[config.mk]
export PLATFORM = sky130hd
export DESIGN_NAME = cast_flit_assembler
export DESIGN_NICKNAME = d
export VERILOG_FILES = /design/src/rtl/cast_pkg.sv /design/src/rtl/cast_flush_timer.sv /design/src/rtl/cast_flit_assembler.sv
export SDC_FILE = /design/constraint.sdc
export NUM_CORES = 1
export LEC_CHECK = 0
export CORE_MARGIN = 2
export CORE_UTILIZATION = 49
export DETAILED_ROUTE_END_ITERATION = 6
export GPL_ROUTABILITY_DRIVEN = 1
export PLACE_DENSITY_LB_ADDON = 0.08
export SYNTH_ARGS = -nofsm -noshare
export SYNTH_HDL_FRONTEND = slang
export SYNTH_SLANG_ARGS = --single-unit
export TNS_END_PERCENT = 1
[constraint.sdc]
create_clock -name clk_i -period 3.3 [get_ports clk_i]
set_input_delay 0.33 -clock clk_i [delete_from_list [all_inputs] [get_ports clk_i]]
set_output_delay 0.33 -clock clk_i [all_outputs]
set_load 0.03 [all_outputs]
[src/rtl/cast_pkg.sv]
// Shared types and constants for the multicast receive path.
package cast_pkg;

    typedef enum logic {
        FILL = 1'b0,
        HOLD = 1'b1
    } cast_asm_state_e;

    // Word width of the multicast receive FIFO instance.
    localparam int CAST_WORD_W = 8;

endpackage

[src/rtl/cast_flush_timer.sv]
// Saturating idle counter for the partial-flit flush; expired_o marks the tick that reaches TIMEOUT.
module cast_flush_timer #(
    parameter int TIMEOUT = 16
) (
    input  logic clk_i,
    input  logic rst_i,
    input  logic clear_i,
    input  logic tick_i,
    output logic expired_o
);

    localparam int CNT_W = $clog2(TIMEOUT + 1);
    localparam logic [CNT_W-1:0] CNT_MAX  = CNT_W'(TIMEOUT);
    localparam logic [CNT_W-1:0] CNT_LAST = CNT_W'(TIMEOUT - 1);

    logic [CNT_W-1:0] count_q, count_d;

    always_comb begin
        count_d = count_q;
        if (clear_i) begin
            count_d = '0;
        end else if (tick_i && (count_q != CNT_MAX)) begin
            count_d = count_q + 1'b1;
        end
    end

    assign expired_o = tick_i & (count_q == CNT_LAST);

    always_ff @(posedge clk_i) begin
        if (rst_i) begin
            count_q <= '0;
        end else begin
            count_q <= count_d;
        end
    end

endmodule

[src/rtl/cast_flit_assembler.sv]
// Packs LANES FIFO words into one flit with a lane mask and valid/ready output.
// Define CAST_ASM_FLUSH_EN to flush partial flits after TIMEOUT idle cycles.
module cast_flit_assembler
    import cast_pkg::*;
#(
    parameter int WIDTH   = CAST_WORD_W,
    parameter int LANES   = 4,
    parameter int TIMEOUT = 16
) (
    input  logic                   clk_i,
    input  logic                   rst_i,
    input  logic                   fifo_empty_i,
    input  logic [WIDTH-1:0]       fifo_data_i,
    output logic                   fifo_read_o,
    output logic                   flit_valid_o,
    input  logic                   flit_ready_i,
    output logic [WIDTH*LANES-1:0] flit_data_o,
    output logic [LANES-1:0]       flit_mask_o
);

    localparam int IDX_W = $clog2(LANES);
    localparam logic [IDX_W-1:0] IDX_LAST = IDX_W'(LANES - 1);

    cast_asm_state_e        state_q, state_d;
    logic [IDX_W-1:0]       idx_q, idx_d;
    logic [WIDTH*LANES-1:0] data_q, data_d;
    logic [LANES-1:0]       mask_q, mask_d;

    // A held flit only frees its slot on the edge it is accepted, so pops in HOLD need ready.
    assign fifo_read_o = ~rst_i & ~fifo_empty_i & ((state_q == FILL) | flit_ready_i);

`ifdef CAST_ASM_FLUSH_EN
    logic flush_tick;
    logic flush_clear;
    logic flush_expired;

    assign flush_tick  = (state_q == FILL) && (idx_q != '0) && !fifo_read_o;
    assign flush_clear = !flush_tick || flush_expired;

    cast_flush_timer #(
        .TIMEOUT(TIMEOUT)
    ) u_flush_timer (
        .clk_i    (clk_i),
        .rst_i    (rst_i),
        .clear_i  (flush_clear),
        .tick_i   (flush_tick),
        .expired_o(flush_expired)
    );
`endif

    always_comb begin
        // NOTE: every always_comb output gets a default first, so no path can infer a latch.
        state_d = state_q;
        idx_d   = idx_q;
        data_d  = data_q;
        mask_d  = mask_q;
        unique case (state_q)
            FILL: begin
                if (fifo_read_o) begin
                    for (int k = 0; k < LANES; k++) begin
                        if (idx_q == IDX_W'(k)) begin
                            data_d[k*WIDTH +: WIDTH] = fifo_data_i;
                            mask_d[k]                = 1'b1;
                        end
                    end
                    if (idx_q == IDX_LAST) begin
                        state_d = HOLD;
                        idx_d   = '0;
                    end else begin
                        idx_d = idx_q + 1'b1;
                    end
                end
`ifdef CAST_ASM_FLUSH_EN
                else if (flush_expired) begin
                    state_d = HOLD;
                    idx_d   = '0;
                end
`endif
            end
            HOLD: begin
                if (flit_ready_i) begin
                    state_d = FILL;
                    idx_d   = '0;
                    data_d  = '0;
                    mask_d  = '0;
                    if (fifo_read_o) begin
                        data_d[WIDTH-1:0] = fifo_data_i;
                        mask_d[0]         = 1'b1;
                        idx_d             = IDX_W'(1);
                    end
                end
            end
            default: state_d = FILL;
        endcase
    end

    // NOTE: state registers use non-blocking assignments so every flop samples pre-edge values.
    always_ff @(posedge clk_i) begin
        if (rst_i) begin
            state_q <= FILL;
            idx_q   <= '0;
            data_q  <= '0;
            mask_q  <= '0;
        end else begin
            state_q <= state_d;
            idx_q   <= idx_d;
            data_q  <= data_d;
            mask_q  <= mask_d;
        end
    end

    assign flit_valid_o = (state_q == HOLD);
    assign flit_data_o  = data_q;
    assign flit_mask_o  = mask_q;

endmodule

**Word-level counts from Yosys, hierarchy flattened**

Index checks and enable logic that the tools add are counted.

- Register bits after elaboration: 39
- Input port bits: 12
- Output and inout bits: 38
- Word-level logic and storage cells: 57

- Add/subtract/negate cells: 1
- Mux-type cells: 25
- Equal/unequal tests: 9
- Reduce and logical (&&, ||, !) cells: 6
- Bitwise gates (word level): 6

Operator list:

| cell | number |
|---|---|
| $mux W32 | 2 |
| $pmux W32 S2 | 1 |
| $mux W8 | 5 |
| $reduce_and A3 Y1 | 4 |
| $mux W1 | 9 |
| $mux W4 | 2 |
| $ne A2 B1 Y1 const B | 4 |
| $pmux W4 S2 | 1 |
| $mux W2 | 3 |
| $eq A2 B2 Y1 const B | 2 |
| $ne A2 B2 Y1 const B | 2 |
| $pmux W2 S2 | 1 |
| $not A1 Y1 | 3 |
| $add A2 B1 Y2 const B | 1 |
| $and A1 B1 Y1 | 2 |
| $eq A2 B1 Y1 const B | 1 |
| $logic_not A2 Y1 | 1 |
| $pmux W1 S2 | 1 |
| $reduce_and A2 Y1 | 1 |
| $or A1 B1 Y1 | 1 |

**Depth between registers and ports, before layout**

Gate-level depths: netlist (run 1).

- Word-level depth: 6
- Gate-level depth with buffers: 6
- Mapped depth without buffers: 5

**Worst setup path after synthesis (run 1)**

OpenSTA, ideal clock, no wires.

- Path kind: flip-flop to output port
- Start: reg state_q, in the netlist flit_valid_o
- End: out fifo_read_o
- Data arrival time: 1.402 ns
- Required time: 2.970 ns
- Stages on the path, launching flop included: 4
- Path slack: 1.568 ns
- Path buffers: 1
- Cells stage by stage: dfxtp_1 > buf_6 > nor2b_1 > nor3_1

- Cells in the longest elaborated chain, start to end: 3

RTL lines:

| item | line | text |
|---|---|---|
| start: declaration | cast_flit_assembler.sv:24 | `cast_asm_state_e state_q, state_d;` |
| start signal: assignment | cast_flit_assembler.sv:105 | `state_q <= state_d;` |
| $not A1 Y1 | - |  |
| $or A1 B1 Y1 | cast_flit_assembler.sv:30 | `assign fifo_read_o = ~rst_i & ~fifo_empty_i & ((state_q == FILL) \| flit_ready_i);` |
| $and A1 B1 Y1 | cast_flit_assembler.sv:30 |  |
| end: declaration | cast_flit_assembler.sv:14 | `output logic fifo_read_o,` |

Every way passes these cells.

**Worst setup path in the final report (run 1)**

Ends and elaborated chain as after synthesis.

==> impl_metrics.env, run 1 <==
export IMPL_nets=229
export IMPL_setup_tns_ps=0
export IMPL_ys_warn_count=0
export IMPL_antenna_cells=0
export IMPL_cts_tree="built"
export IMPL_cp_start_kind="flip-flop"
export IMPL_yosys_top_cells_area="dfxtp_1, nand2_1, a21oi_1"
export IMPL_gr_total_overflow=0
export IMPL_grt_setup_unrepaired="no"
export IMPL_vdd_drop_max_mv=0.270
export IMPL_worstHoldPathType="reg2reg"
export IMPL_dp_hpwl_um=2760
export IMPL_post_route_period_util=0.713
export IMPL_die_h_um=60.7
export IMPL_synth_top_area_frac=0.495
export IMPL_track_usage=0.226
export IMPL_synth_cells=165
export IMPL_arrival_ps=2020
export IMPL_power_uw=973
export IMPL_mostFrequentLayoutCells="clkdlybuf4s50_1, dfxtp_1, nand2_1, a21oi_1, nand3_1"
export IMPL_antenna_found_initial=0
export IMPL_slew_violations=0
export IMPL_yosys_register_bits=39
export IMPL_die_area_um2=3690
export IMPL_worst_pin_slew_ps=759
export IMPL_gp_congestion=0.766
export IMPL_drive_gt1_frac=0.0935
export IMPL_p_seq_frac=0.514
export IMPL_synth_seq_area_share=0.495
export IMPL_power_leakage_nw=0.732
export IMPL_pwr_share_clk=0.341
export IMPL_cts_resized=0
export IMPL_synth_distinct_cells=31
export IMPL_drc_errors=0
export IMPL_skew_ps=8.79
export IMPL_hold_viol=0
export IMPL_ant_nets=0
export IMPL_dr_pass1_iters=4
export IMPL_core_um2=3050
export IMPL_rr_startpoint="flit_valid_o"
export IMPL_rows=20
export IMPL_swShare=0.252
export IMPL_post_cts_buffers=0
export IMPL_start_util=0.516
export IMPL_pwr_share_comb=0.145
export IMPL_viasPerCell=5.33
export IMPL_ioPinCount=50
export IMPL_finalSetupViolCount=0
export IMPL_max_freq_ghz=0.425
export IMPL_cp_max_fo=14
export IMPL_cp_startpoint="flit_valid_o"
export IMPL_min_from="flit_data_o[22]"
export IMPL_wl_um=3710
export IMPL_drtIter0Drc=81
export IMPL_final_common_cell="clkdlybuf4s50_1"
export IMPL_period_minus_slack_ps=2350
export IMPL_wl_per_cell_um=14.4
export IMPL_p_int_uw=728
export IMPL_hold_buffers=0
export IMPL_p_sw_uw=245
export IMPL_grt_max_degree=22
export IMPL_via_count=1374
export IMPL_numCtsBuffers=5
export IMPL_htreeDepth=2
export IMPL_area_growth_pct=36.1
export IMPL_cap_violations=0
export IMPL_portBuffers=49
export IMPL_root_buffer="clkbuf_4"
export IMPL_syn_nets=181
export IMPL_relSlewSlack=0.493
export IMPL_grt_pass1_wl_um=5930
export IMPL_clockBufferDepth=2
export IMPL_cp_data_required_time_ps=2970
export IMPL_status="finished clean"
export IMPL_syn_area_um2=1580
export IMPL_cts_sinks=39
export IMPL_avgSynthCellArea_um2=9.55
export IMPL_power_density_nw_per_um2=453
export IMPL_end_kind="primary output"
export IMPL_grt_pass1_vias=1243
export IMPL_die_w_um=60.7
export IMPL_path_clk_slew_ps=110
export IMPL_n_fill_cell=280
export IMPL_worstSetupPathType="reg2out"
export IMPL_clk_latency_ps=350
export IMPL_yosysTopAreaCell="dfxtp_1"
==> cells in the mapped netlist, drive strengths merged <==
library cell and number:
nor4b 3, dfxtp 39, nand3 16, or4b 2
nor2b 2, clkbuf 1, o21ai 9, a22o 8
nor2 4, a21o 1, buf 9, a211oi 1
a22oi 2, a2111oi 1, inv 2, ha 4
nand2b 3, a21oi 21, nand2 34, a21boi 2
nor3 1
==> sequential cells by signal, indices dropped and copies added, names as in the netlist <==
register / count
flit_valid_o: 1
idx_q: 2
flit_mask_o: 4
flit_data_o: 32
==> cell families after synthesis <==
group                    count (synthesis)  share of synthesized area
AND/OR/NAND/NOR                         65                      0.225
adder cells (fa/ha/maj)                  4                     0.0317
buffers and inverters                   12                     0.0540
AO/OA/AOI/OAI                           45                      0.194
flip-flops                              39                      0.495
==> power groups by stage <==
stage          logic, mW  registers (mW)  clock network (mW)
2_1_floorplan     0.0512           0.539                   0
3_3_place_gp       0.138           0.510                   0
3_5_place_dp       0.141           0.510                   0
4_1_cts            0.142           0.500               0.337
5_1_grt            0.151           0.503               0.355
6_report           0.141           0.500               0.331
==> worst max-delay path, stage by stage (launching register included) <==
cell             delay, ps
dfxtp_1                740
nor2b_1                260
nor3_1                  60
clkdlybuf4s50_1        610
==> metrics by stage <==
stage | utilization | instances | setup slack, ps | instance area [um^2] | hold WS [ps]
final | 0.703 | 258 | 946 | 2150 | 466
after global routing | 0.703 | 258 | 817 | 2150 | 480
after CTS | 0.703 | 258 | 941 | 2150 | 463
after detailed placement | 0.675 | 250 | 983 | 2060 | 445
after global placement | 0.675 | 250 | 1010 | 2060 | 439
after floorplan | - | 165 | 1570 | 1580 | 439
==> final timing paths <==
path                          end  slack, ps  cells after the start
setup / recovery      fifo_read_o        950                      3
hold / removal    flit_data_o[22]        470                      2
setup reg to reg   flit_data_o[6]       1060                      3
hold reg to reg   flit_data_o[22]        470                      2
==> cell type report <==
class / instances / area [um^2] / area share
timing repair buffer: 51 / 505 / 0.236
inverter: 2 / 7.51 / 0.00350
sequential: 39 / 781 / 0.364
multi-input combinational: 114 / 711 / 0.331
clock buffer: 6 / 51.3 / 0.0239
tap: 44 / 55.1 / 0.0257
clock inverter: 2 / 35.0 / 0.0163
==> layer usage <==
layer	routed length (um)	up-vias	share of wire	global-route usage
li1	-	667	-	-
met1	1680	650	0.45	0.296
met2	1770	50	0.48	0.349
met3	207	7	0.056	0.0725
met4	56	0	0.015	0.0870
met5	0	-	0	0
No activity file was read; power rests on OpenSTA's default activity.
==> run 2, diff against run 1 <==
Settings changed: CORE_UTILIZATION 49 to 45.
Clock period 3.3 ns to 2.2 ns, I/O delays scaled along.
==> impl_metrics.env, run 2 (synthesis gave the netlist of run 1 again) <==
export IMPL_pre_cts_ws_ps=358
export IMPL_ioPinCount=50
export IMPL_worstSetupPathType="reg2out"
export IMPL_power_density_nw_per_um2=614
export IMPL_worst_path_max_delay_cell="clkdlybuf4s50_1"
export IMPL_p_sw_uw=370
export IMPL_worstHoldPathType="reg2reg"
export IMPL_worst_pin_slew_ps=614
export IMPL_core_um2=3360
export IMPL_drive_gt1_frac=0.114
export IMPL_portBuffers=49
export IMPL_largest_reg_flops=32
export IMPL_setup_tns_ps=0
export IMPL_htreeDepth=2
export IMPL_max_freq_ghz=0.482
export IMPL_slowest_delay_ps=780
export IMPL_ant_nets=0
export IMPL_power_leakage_nw=0.738
export IMPL_area_growth_pct=36.4
export IMPL_clk_latency_ps=350
export IMPL_critPathBufInv=1
export IMPL_period_minus_slack_ps=2080
export IMPL_die_w_um=63.2
export IMPL_cts_resized=0
export IMPL_status="finished clean"
export IMPL_slew_violations=0
export IMPL_hold_buffers=0
export IMPL_via_count=1344
export IMPL_cp_start_kind="flip-flop"
export IMPL_post_route_period_util=0.944
export IMPL_path_cells="clkdlybuf4s50_1"
export IMPL_gr_total_overflow=0
export IMPL_post_cts_buffers=0
export IMPL_dr_pass1_iters=4
export IMPL_grt_max_degree=21
export IMPL_pwr_share_comb=0.164
export IMPL_relSlewSlack=0.590
export IMPL_end_kind="primary output"
export IMPL_cap_violations=0
export IMPL_skew_ps=9.11
export IMPL_wl_um=3780
export IMPL_hold_slack_ps=469
export IMPL_swShare=0.280
export IMPL_mostFrequentLayoutCells="clkdlybuf4s50_1, dfxtp_1, nand2_1, a21oi_1, nand3_1"
export IMPL_cp_data_required_time_ps=1980
export IMPL_final_common_cell="clkdlybuf4s50_1"
export IMPL_die_area_um2=3990
export IMPL_drtIter0Drc=89
export IMPL_antenna_found_initial=0
export IMPL_grt_pass1_wl_um=6360
export IMPL_root_buffer="clkbuf_4"
export IMPL_drc_errors=0
export IMPL_start_util=0.469
export IMPL_cts_tree="built"
export IMPL_arrival_ps=1860
export IMPL_viasPerCell=5.07
export IMPL_rows=21
export IMPL_path_clk_slew_ps=110
export IMPL_antenna_cells=0
export IMPL_crit_family="buffers and inverters"
export IMPL_grt_pass1_vias=1326
export IMPL_wl_per_cell_um=14.3
export IMPL_p_int_uw=950
export IMPL_numCtsBuffers=5
export IMPL_gp_congestion=0.717
export IMPL_vdd_drop_max_mv=0.365
export IMPL_nets=234
export IMPL_pwr_share_clk=0.268
export IMPL_cts_sinks=39
export IMPL_grt_setup_unrepaired="no"
export IMPL_cp_max_fo=14
export IMPL_die_h_um=63.2
export IMPL_clockBufferDepth=2
export IMPL_setup_slack_ps=124
export IMPL_hold_viol=0
export IMPL_p_seq_frac=0.568
export IMPL_track_usage=0.205
export IMPL_finalSetupViolCount=0
export IMPL_dp_hpwl_um=2800
run 2: changes by cell type in the layout (fill, tap and decap cells not counted):
cell             before  now
bufinv_16             1    0
buf_4                 2    8
clkbuf_1              0    1
clkdlybuf4s50_1      49   48
clkbuf_8              1    0
clkinvlp_4            0    1
run 2: power by group through the flow:
stage	Sequential, mW	Combinational, mW	Clock (mW)
after detailed placement	0.765	0.217	0
after global placement	0.765	0.211	0
final	0.750	0.216	0.354
after global routing	0.754	0.231	0.403
after floorplan	0.808	0.0768	0
after CTS	0.750	0.217	0.369
run 2: worst paths after layout:
path	startpoint	end	slack [ps]	depth (start not counted)
max	flit_valid_o	flit_valid_o	120	1
min	flit_data_o[30]	flit_data_o[30]	470	2
max reg2reg	flit_valid_o	idx_q[0]	540	4
min reg2reg	flit_data_o[30]	flit_data_o[30]	470	2
run 2: through the flow:
stage	power, mW	instances	area (um^2)	util
floorplan	0.885	165	1580	-
finish	1.32	265	2150	0.640
CTS	1.34	265	2150	0.640
global placement	0.976	257	2100	0.624
detailed placement	0.982	257	2100	0.624
global route	1.39	265	2150	0.640
run 2: layout make-up:
cell class	instances	area [um^2]
clock buffers	6	41.3
clock inverters	2	12.5
fillers	317	1210
inverters	2	7.51
multi-input cells	114	711
flip-flops and latches	39	781
well taps	46	57.6
repair buffers	56	541
run 2: layer usage:
metal | GRT usage | share of wire
met5 | 0 | 0
met1 | 0.265 | 0.47
met4 | 0.0897 | 0.018
met3 | 0.0446 | 0.045
met2 | 0.330 | 0.46
run 2: worst min-delay path: stages (launching register included):
cell	delay, ps
dfxtp_1	330
nand3_2	50
a21oi_1	50
==> run 3, diff against run 2 <==
Settings changed: SYNTH_HIERARCHICAL from default to 1.
==> results of run 3 <==
Same layout as run 2: the final DEF is identical, and so are final timing and power.
Among the figures that moved: Yosys warning count 0 -> 6
